<file path="config.mk">
export PLATFORM = sky130hd
export DESIGN_NAME = piso_shift_reg_flat
export DESIGN_NICKNAME = d
export VERILOG_FILES = /design/src/rtl/piso_pkg.sv /design/src/rtl/piso_shift_reg_if.sv /design/src/rtl/piso_bit_counter.sv /design/src/rtl/piso_shift_reg.sv /design/src/flat_wrapper.sv
export SDC_FILE = /design/constraint.sdc
export NUM_CORES = 1
export LEC_CHECK = 0
export ABC_CLOCK_PERIOD_IN_PS = 4870
export BUFFER_PORTS_ARGS = -buffer_cell sky130_fd_sc_hd__buf_2
export CORE_MARGIN = 2
export CORE_UTILIZATION = 50
export DETAILED_ROUTE_END_ITERATION = 12
export PLACE_DENSITY = 0.79
export SETUP_SLACK_MARGIN = 0.1
export SLEW_MARGIN = 20
export SYNTH_ARGS = -nofsm -noshare
export SYNTH_HDL_FRONTEND = slang
export SYNTH_SLANG_ARGS = --single-unit
</file>
<file path="constraint.sdc">
create_clock -name clk -period 4.87 [get_ports clk]
set_input_delay 1.461 -clock clk [delete_from_list [all_inputs] [get_ports clk]]
set_output_delay 1.461 -clock clk [all_outputs]
set_load 0.005 [all_outputs]
</file>
<file path="src/rtl/piso_pkg.sv">
// Shared types and sizing helpers for the PISO shift register.
// PISO_SHIFT_REG_PARITY_EN appends an even-parity bit to every frame.
package piso_pkg;

  typedef enum logic {
    IDLE  = 1'b0,
    SHIFT = 1'b1
  } state_e;

  // Bits per serial frame: the data word plus the optional parity bit.
  function automatic int frame_len(input int width);
`ifdef PISO_SHIFT_REG_PARITY_EN
    return width + 1;
`else
    return width;
`endif
  endfunction

  function automatic int cnt_width(input int flen);
    return (flen <= 1) ? 1 : $clog2(flen);
  endfunction

  localparam int CNT_W_MAX = cnt_width(frame_len(64));

endpackage

</file>
<file path="src/rtl/piso_shift_reg_if.sv">
// Parallel-load and serial-out handshake bundle for piso_shift_reg.
// master = producer/consumer harness, slave = the shift register.
interface piso_shift_reg_if #(
  parameter int WIDTH = 23
);
  logic             load_valid;
  logic             load_ready;
  logic [WIDTH-1:0] load_data;
  logic             ser_ready;
  logic             ser_valid;
  logic             ser_out;
  logic             ser_first;
  logic             ser_last;

  modport master (
    output load_valid, load_data, ser_ready,
    input  load_ready, ser_valid, ser_out, ser_first, ser_last
  );

  modport slave (
    input  load_valid, load_data, ser_ready,
    output load_ready, ser_valid, ser_out, ser_first, ser_last
  );
endinterface

</file>
<file path="src/rtl/piso_bit_counter.sv">
// Loadable down-counter with zero flag; load has priority, saturates at 0.
// Single-cycle update, no handshake of its own.
module piso_bit_counter
  import piso_pkg::*;
#(
  parameter int W = CNT_W_MAX
) (
  input  logic         clk,
  input  logic         rst_n,
  input  logic         load,
  input  logic [W-1:0] load_val,
  input  logic         dec,
  output logic         zero
);

  logic [W-1:0] cnt;

  always_ff @(posedge clk) begin
    if (!rst_n) begin
      cnt <= '0;
    end else if (load) begin
      cnt <= load_val;
    end else if (dec && !zero) begin
      cnt <= cnt - W'(1);
    end
  end

  assign zero = (cnt == '0);

endmodule

</file>
<file path="src/rtl/piso_shift_reg.sv">
// Parallel-in serial-out shifter; first bit one cycle after load, optional parity (PISO_SHIFT_REG_PARITY_EN).
// Bits advance only on ser_valid&&ser_ready; reloads on the last-bit beat for gap-free frames.
module piso_shift_reg
  import piso_pkg::*;
#(
  parameter int WIDTH     = 23,
  parameter bit MSB_FIRST = 1'b1
) (
  input logic             clk,
  input logic             rst_n,
  piso_shift_reg_if.slave bus
);

  localparam int FRAME_LEN = frame_len(WIDTH);
  localparam int CNT_W     = cnt_width(FRAME_LEN);

  state_e               state_q;
  state_e               state_d;
  logic [FRAME_LEN-1:0] shreg_q;
  logic                 first_q;
  logic [WIDTH-1:0]     word_ord;
  logic [FRAME_LEN-1:0] frame_init;
  logic                 cnt_zero;
  logic                 load_fire;
  logic                 adv;
  logic                 ld_rdy;

  // The head bit is always shreg_q[FRAME_LEN-1]; bit order is fixed at load.
  always_comb begin
    word_ord = bus.load_data;
    if (!MSB_FIRST) begin
      for (int i = 0; i < WIDTH; i++) begin
        word_ord[i] = bus.load_data[WIDTH-1-i];
      end
    end
  end

`ifdef PISO_SHIFT_REG_PARITY_EN
  assign frame_init = {word_ord, ^bus.load_data};
`else
  assign frame_init = word_ord;
`endif

  always_comb begin
    state_d   = state_q;
    load_fire = 1'b0;
    adv       = 1'b0;
    ld_rdy    = 1'b0;
    case (state_q)
      IDLE: begin
        ld_rdy = 1'b1;
        if (bus.load_valid) begin
          load_fire = 1'b1;
          state_d   = SHIFT;
        end
      end
      SHIFT: begin
        adv       = bus.ser_ready;
        ld_rdy    = cnt_zero && bus.ser_ready;
        load_fire = ld_rdy && bus.load_valid;
        if (adv && cnt_zero) begin
          state_d = bus.load_valid ? SHIFT : IDLE;
        end
      end
      default: state_d = IDLE;
    endcase
  end

  always_ff @(posedge clk) begin
    if (!rst_n) begin
      state_q <= IDLE;
      shreg_q <= '0;
      first_q <= 1'b0;
    end else begin
      state_q <= state_d;
      if (load_fire) begin
        shreg_q <= frame_init;
        first_q <= 1'b1;
      end else if (adv) begin
        shreg_q <= {shreg_q[FRAME_LEN-2:0], 1'b0};
        first_q <= 1'b0;
      end
    end
  end

  piso_bit_counter #(
    .W(CNT_W)
  ) u_cnt (
    .clk      (clk),
    .rst_n    (rst_n),
    .load     (load_fire),
    .load_val (CNT_W'(FRAME_LEN - 1)),
    .dec      (adv),
    .zero     (cnt_zero)
  );

  assign bus.load_ready = ld_rdy;
  assign bus.ser_valid  = (state_q == SHIFT);
  assign bus.ser_out    = shreg_q[FRAME_LEN-1];
  assign bus.ser_first  = first_q;
  assign bus.ser_last   = (state_q == SHIFT) && cnt_zero;

endmodule

</file>
<file path="src/flat_wrapper.sv">
// flat-port wrapper written by rule: the top's interface ports become plain ports
module piso_shift_reg_flat import piso_pkg::*;
#(
  parameter int WIDTH     = 23,
  parameter bit MSB_FIRST = 1'b1
)
  (clk, rst_n, bus_load_valid, bus_load_data, bus_ser_ready, bus_load_ready, bus_ser_valid, bus_ser_out, bus_ser_first, bus_ser_last);
  piso_shift_reg_if #(.WIDTH(WIDTH)) bus_i ();
  input logic clk;
  input logic rst_n;
  input wire logic [$bits(bus_i.load_valid)-1:0] bus_load_valid;
  input wire logic [$bits(bus_i.load_data)-1:0] bus_load_data;
  input wire logic [$bits(bus_i.ser_ready)-1:0] bus_ser_ready;
  output wire logic [$bits(bus_i.load_ready)-1:0] bus_load_ready;
  output wire logic [$bits(bus_i.ser_valid)-1:0] bus_ser_valid;
  output wire logic [$bits(bus_i.ser_out)-1:0] bus_ser_out;
  output wire logic [$bits(bus_i.ser_first)-1:0] bus_ser_first;
  output wire logic [$bits(bus_i.ser_last)-1:0] bus_ser_last;
  assign bus_i.load_valid = bus_load_valid;
  assign bus_i.load_data = bus_load_data;
  assign bus_i.ser_ready = bus_ser_ready;
  assign bus_load_ready = bus_i.load_ready;
  assign bus_ser_valid = bus_i.ser_valid;
  assign bus_ser_out = bus_i.ser_out;
  assign bus_ser_first = bus_i.ser_first;
  assign bus_ser_last = bus_i.ser_last;
  piso_shift_reg #(.WIDTH(WIDTH), .MSB_FIRST(MSB_FIRST)) u_core (.clk(clk), .rst_n(rst_n), .bus(bus_i));
endmodule
</file>
* Yosys cells after proc, flatten, opt, wreduce, memory -nomap -nowiden
Cells that the tools add are included.
** Cells by class
- Add/subtract/negate cells :: 1
- Muxes and demuxes :: 12
- Bitwise gates (word level) :: 2
- Reduce and logical (&&, ||, !) cells :: 9
** Operator list (count)
- $mux 23 :: 2
- $mux 5 :: 2
- $pmux 1 s2 :: 3
- $logic_not 5->1 :: 1
- $mux 1 :: 5
- $sub 5x1->5 const B :: 1
- $logic_and 1x1->1 :: 4
- $reduce_bool 2->1 :: 2
- $not 1->1 :: 2
- $reduce_or 2->1 :: 1
- $logic_not 1->1 :: 1
** Word-level totals
- Register bits after elaboration :: 30
- Bits of input ports :: 27
- Output and inout port bits :: 5
- Word-level logic and storage cells :: 29

* Depth between registers and ports, before layout
Gate-level depths: netlist of run 1.
- Depth after elaboration :: 5
- Mapped depth :: 7
- Gate-level depth less buffers :: 5

* Modules after synthesis
A second synthesis of run 1 with hierarchy kept.
** Second synthesis, totals
- Cell total of the unflattened synthesis :: 179
- Area total of the unflattened synthesis :: 1455.1 um^2
** By module, submodules not included
- piso_shift_reg :: times used 1, cells an instance 142, area an instance 1156.1 um^2, seq. area each 500.5 um^2
- piso_bit_counter :: times used 1, cells an instance 37, area an instance 299.0 um^2, seq. area each 100.1 um^2

* Least setup slack after synthesis of run 1
OpenSTA, ideal clock, no wires.
- Path kind :: input-to-output
- Start point :: input port bus_ser_ready
- End point :: output port bus_load_ready
- Data arrival time :: 2.088 ns
- Data required time :: 3.409 ns
- Slack :: 1.321 ns
- Stages on the path :: 4
- Buffers on the path :: 2
- Cell sequence :: clkbuf_1 clkbuf_1 a21oi_1 inv_1
** Between the ends
- Word-level cells in the longest chain between the ends :: 2
** RTL lines
- from (decl) :: line flat_wrapper.sv:13 : input wire logic [$bits(bus_i.ser_ready)-1:0] bus_ser_ready;
- $logic_and 1x1->1 :: line piso_shift_reg.sv:59 : ld_rdy = cnt_zero && bus.ser_ready;
- $pmux 1 s2 :: line piso_shift_reg.sv:49 : case (state_q)
- to (decl) :: line flat_wrapper.sv:14 : output wire logic [$bits(bus_i.load_ready)-1:0] bus_load_ready;
Every way passes these cells.

* Final worst setup path of run 1
Ends and elaborated chain as after synthesis.

==> flow_summary.ini, run 1 <==
[status]
outcome = completed

[die]
rows = 21
die-area_um2 = 3840
core-area_um2 = 3280
chipHeight_um = 61.9
ioPinCount = 32
start_util_pct = 51.1
die-width_um = 61.9

[synthesis]
yosys.area_share.simple_pct = 19.8
synth.area.top_cells = dfxtp_1 36%, mux2i_1 13%, a21boi_0 10%
async_flop_share_pct = 0
yosys_most_used_dff = dfxtp_1
yosys_warnings = 0
ys_ff_latch = 30
synth.top_cell.area_share_pct = 35.8
synth_mux_area_share_pct = 13.1
synth.avg_cell_area_um2 = 8.35
synth_area_um2 = 1680
yosysMostFrequentCell = dfxtp_1
synth_common_cells = 30 x dfxtp_1, 27 x nand2_1, 25 x o21ai_0
synth-edff-count = 0
synth_top_family_by_area = compound AO/OA/AOI/OAI gates
synth_fa_ha_area_share_pct = 0.746
synth_compound_area_share_pct = 23.4
yosysSeqAreaShare_pct = 35.8
yosys.area.top_type = dfxtp_1
synth_xor_area_share_pct = 0
syn_inst = 201
yosysUniqueCellTypes = 29
synthesis.nets = 229

[setup_path]
worst_r2r_startpoint = u_core.u_cnt.cnt[0]$_SDFFE_PP0P_
crit_path_start = bus_ser_ready
cp_max_fo = 50
slowest_delay_ps = 330
cp-start-kind = input pin
path_cells = buf_2 -> buf_4 -> a21oi_1 -> inv_1 -> buf_2
crit_required_ps = 3410
cp.arrival_ps = 2200
path_class = input pin to output pin
critPathSlowestCell = buf_4
critPathMostFrequentCell = buf_2
endpoint_kind = output pin

[route]
wl_per_cell_um = 11.8
firstDrtPassIters = 4
ant_nets = 0
via_count = 1431
wl_um = 3160
drt_iter0_markers = 65
drc = 0
vias_per_cell = 5.34

[timing]
min_period_ps = 3660
finClkSkew_ps = 5.01
layout_worst_path_cycle_share_pct = 75.2
slew_viol_final = 0
hold_viol = 0
worst_slew_pin_slew_ps = 911
relSlewSlack_pct = 39.0
setup-tns-final_ps = 0
fmax_mhz = 273
setup_ws_ps = 1210
setup_viol = 0
rsz0062_at_grt = no

[pwr]
netSwitchingFraction_pct = 27.6
p_switching_uw = 145
p_seq_share_pct = 52.5
p_int_uw = 381
pwr_density_cell_nw_per_um2 = 283
clock_power_share_pct = 26.9
leakagePower_uw = 0.000861
peakVddDrop_v = 0.000192
comb_power_share_pct = 20.6

[placement]
numPortBuffers = 31
gp_congestion = 0.876
place_ws_ps = 1220
hpwl_um = 1920

[cells_and_area]
drive_above_1_share_pct = 18.5
multi_input_area_um2 = 957
antennaDiodeCount = 0
regArea_um2 = 601
layout.nets = 251
area_growth_pct = 10.8
nFillCells = 327

[global_routing]
grt_usage_pct = 18.8
grt_pass1_wl_um = 5200
grt_max_degree = 52
antenna_found_initial = 0
grt_pass1_vias = 1214
grt.overflow.total = 0

[cts]
cts_tree = built
root_buffer = clkbuf_4
clk_pin_slew_worst_paths_ps = 80
hold_buffers = 0
cts_sinks = 30
cts_buffer_depth = 2
h-tree-depth = 2
numCtsBuffers = 5
cts_setup_buffers = 0
insertion_delay_ps = 320
post_cts_resized = 0

[flow_run]
cap_violations = 0

[min_path]
min_path_type = register to register
hold_start = u_core.bus.ser_first$_SDFFE_PN0P_
-- critical path: cells and delay by family --
family,cells,cell delay (ps)
buffers and inverters,4,580
AO/OA/AOI/OAI,1,150
-- final cells by class --
class	instances	area share, %
multi-input cells	147	51.5
flip-flops and latches	30	32.3
repair buffers	33	9.15
well taps	46	3.10
clock buffers	6	2.76
inverters	6	1.21
-- routing by layer --
layer  share of wire [%]  track usage, %  wire [um]
met5                   0               0          0
met4                0.70            7.29         22
met3                 3.7            7.87        118
met2                  45            28.7       1440
met1                  50            23.7       1580
-- cell families after synthesis --
| group | after synthesis |
|---|---|
| buf+inv | 24 |
| simple gates | 63 |
| flops | 30 |
| compound gates | 61 |
| mux | 22 |
| fa+ha+maj | 1 |
-- final timing paths --
path                                             to  slack, ps  depth (start not counted)
hold reg to reg   u_core.bus.ser_first$_SDFFE_PN0P_        460                          2
setup / recovery                     bus_load_ready       1210                          5
hold / removal    u_core.bus.ser_first$_SDFFE_PN0P_        460                          2
setup reg to reg     u_core.shreg_q[4]$_SDFFE_PN0P_       2500                          5
-- sequential cells by signal, summed over array words and instances, names as in the netlist --
| name | count |
|---|---|
| u_core.bus.ser_first | 1 |
| u_core.u_cnt.cnt | 5 |
| u_core.bus.ser_valid | 1 |
| u_core.shreg_q | 23 |
-- cell usage in the layout (no fill, tap or decap), drive strengths merged, types with 2 or more instances in the layout --
master,instances
mux2i,22
nand3,2
buf,33
clkbuf,6
inv,6
or3,3
o21a,2
nor2,2
a21oi,5
and3,22
dfxtp,30
o21ai,26
nand2,27
a21boi,23
-- per-stage QoR --
| stage | util, % | power (uW) | cells | cell area [um^2] | hold WS (ps) |
|---|---|---|---|---|---|
| 2_1_floorplan | - | 368 | 201 | 1680 | 447 |
| 3_3_place_gp | 55.0 | 388 | 262 | 1810 | 447 |
| 3_5_place_dp | 55.0 | 390 | 262 | 1810 | 448 |
| 4_1_cts | 56.6 | 532 | 268 | 1860 | 460 |
| 5_1_grt | 56.6 | 562 | 268 | 1860 | 509 |
| 6_report | 56.6 | 526 | 268 | 1860 | 456 |
-- power groups by stage --
| stage | logic, uW | clock network (uW) | registers (uW) |
|---|---|---|---|
| detailed placement | 108 | 0 | 282 |
| global route | 123 | 159 | 280 |
| floorplan | 87.7 | 0 | 280 |
| finish | 108 | 141 | 276 |
| global placement | 106 | 0 | 281 |
| CTS | 108 | 148 | 276 |
Note: power is estimated with default switching activity, not from simulation.
==> run 2: changes to the inputs <==
--- a/config.mk
+++ b/config.mk
@@ -5,7 +5,7 @@
 export SDC_FILE = /design/constraint.sdc
 export NUM_CORES = 1
 export LEC_CHECK = 0
-export ABC_CLOCK_PERIOD_IN_PS = 4870
+export ABC_CLOCK_PERIOD_IN_PS = 3400
 export BUFFER_PORTS_ARGS = -buffer_cell sky130_fd_sc_hd__buf_2
 export CORE_MARGIN = 2
 export CORE_UTILIZATION = 50
==> constraint.sdc (replaced) <==
create_clock -name clk -period 3.4 [get_ports clk]
set_input_delay 1.02 -clock clk [delete_from_list [all_inputs] [get_ports clk]]
set_output_delay 1.02 -clock clk [all_outputs]
set_load 0.005 [all_outputs]
==> run 2 against run 1 <==
Against the previous run:
- clock-buffer cell count up 1
- sequential power rose by 43%
- routed wire length shrank 0.57%
- power increased by 48%
- critical endpoint is now bus_ser_last
- largest cell class unchanged
==> flow_summary.ini, run 2 (synthesis results as in run 1) <==
[cells_and_area]
post-route-util_pct = 57.7
area_growth_pct = 13.0
largest_reg_flops = 23
mostFrequentLayoutCell = buf_2
antennaDiodeCount = 0
fin_cells = 272
regMostFlops = u_core.shreg_q
final_area_um2 = 1900
nFillCells = 304
layout_common_cells = 31 x buf_2, 30 x dfxtp_1, 27 x nand2_1
drive_above_1_share_pct = 19.5
layout.nets = 253
largest_registers = u_core.shreg_q (23), u_core.u_cnt.cnt (5)

[global_routing]
grt_max_degree = 52
grt.overflow.total = 0
grt_pass1_wl_um = 5730
grt_pass1_vias = 1345
antenna_found_initial = 0
grt_usage_pct = 20.3

[setup_path]
crit_cells = 5
crit_path_start = u_core.u_cnt.cnt[0]$_SDFFE_PP0P_
worst_r2r_startpoint = u_core.u_cnt.cnt[0]$_SDFFE_PP0P_
cpLargestDelayFamily = simple AND/OR/NAND/NOR gates
cp.arrival_ps = 1810
path_cells = inv_1 -> ha_1 -> or4b_1 -> nor2_1 -> buf_2
cp_max_fo = 7
rr_worst_depth = 6
crit_required_ps = 2380
critPathSlowestCell = or4b_1
cp-endpoint = bus_ser_last
cp-start-kind = register
endpoint_kind = output pin
cp.buffers_inverters = 2
reg2reg_setup_slack_ps = 1280
slowest_delay_ps = 620
rr_endpoint = u_core.shreg_q[3]$_SDFFE_PN0P_
path_class = register to output pin

[pwr]
leakagePower_uw = 0.000880
peakVddDrop_v = 0.000235
pwr_density_cell_nw_per_um2 = 410

[timing]
rsz0062_at_grt = no
finClkSkew_ps = 4.22
setup_viol = 0
worst_slew_pin_slew_ps = 553
layout_worst_path_cycle_share_pct = 83.2
hold_ws_ps = 456
hold_viol = 0
min_period_ps = 2830
setup-tns-final_ps = 0
slew_viol_final = 0
fmax_mhz = 354
relSlewSlack_pct = 62.6

[route]
drt_iter0_markers = 72
ant_nets = 0
via_count = 1470
wl_per_cell_um = 11.6
drc = 0
vias_per_cell = 5.40
wl_um = 3150
firstDrtPassIters = 4

[die]
core-area_um2 = 3280
rows = 21
die-area_um2 = 3840
start_util_pct = 51.1
ioPinCount = 32
chipHeight_um = 61.9
die-width_um = 61.9

[placement]
placedCellCount = 264
hpwl_um = 2020
dpl_cell_area_um2 = 1840
numPortBuffers = 31
gp_congestion = 0.835

[cts]
hold_buffers = 0
cts_setup_buffers = 0
h-tree-depth = 2
root_buffer = clkbuf_4
cts_buffer_depth = 2
insertion_delay_ps = 330
post_cts_resized = 0
numCtsBuffers = 5
clk_pin_slew_worst_paths_ps = 90
cts_sinks = 30
cts_tree = built

[min_path]
min_path_type = register to register

[status]
outcome = completed

[flow_run]
cap_violations = 0
-- run 2: worst min-delay path by stage --
stage / depth (start not counted) / to / start
2_1_floorplan: 2 / u_core.shreg_q[0]$_SDFFE_PN0P_ / u_core.shreg_q[0]$_SDFFE_PN0P_
3_3_place_gp: 2 / u_core.bus.ser_first$_SDFFE_PN0P_ / u_core.bus.ser_first$_SDFFE_PN0P_
3_5_place_dp: 2 / u_core.bus.ser_first$_SDFFE_PN0P_ / u_core.bus.ser_first$_SDFFE_PN0P_
4_1_cts: 2 / u_core.bus.ser_first$_SDFFE_PN0P_ / u_core.bus.ser_first$_SDFFE_PN0P_
5_1_grt: 2 / u_core.bus.ser_first$_SDFFE_PN0P_ / u_core.bus.ser_first$_SDFFE_PN0P_
6_report: 2 / u_core.bus.ser_first$_SDFFE_PN0P_ / u_core.bus.ser_first$_SDFFE_PN0P_
-- run 2: layout make-up --
cell class,count,area [um^2],share of cell area (%)
inverters,6,22.5,1.19
repair buffers,35,198,10.4
clock buffers,7,55.1,2.90
clock inverters,1,5.00,0.264
flip-flops and latches,30,601,31.7
well taps,46,57.6,3.04
multi-input cells,147,957,50.5
-- run 2: metrics by stage --
step / setup slack, ps / power [uW]
2_1_floorplan: 733 / 527
3_3_place_gp: 941 / 560
3_5_place_dp: 887 / 564
4_1_cts: 571 / 786
5_1_grt: 474 / 832
6_report: 573 / 777
-- run 2: where the power goes --
part / total (uW) / switching (uW) / internal (uW)
clock network: 221 / 121 / 100
logic: 160 / 85.5 / 74.8
registers: 396 / 13.7 / 382
total: 777 / 221 / 557
-- run 2: layer usage --
metal  track usage (%)  up-vias  wire [um]
li1                  -      762          -
met1              25.4      674       1540
met3              6.83        6        140
met4              7.29        0         53
met2              32.6       28       1420
met5                 0        -          0
-- run 2: worst register-to-register path: stages (launching register included) --
cell	delay, ps
dfxtp_1	320
inv_1	80
ha_1	190
or4b_1	620
o21ai_4	420
buf_12	220
mux2i_1	200
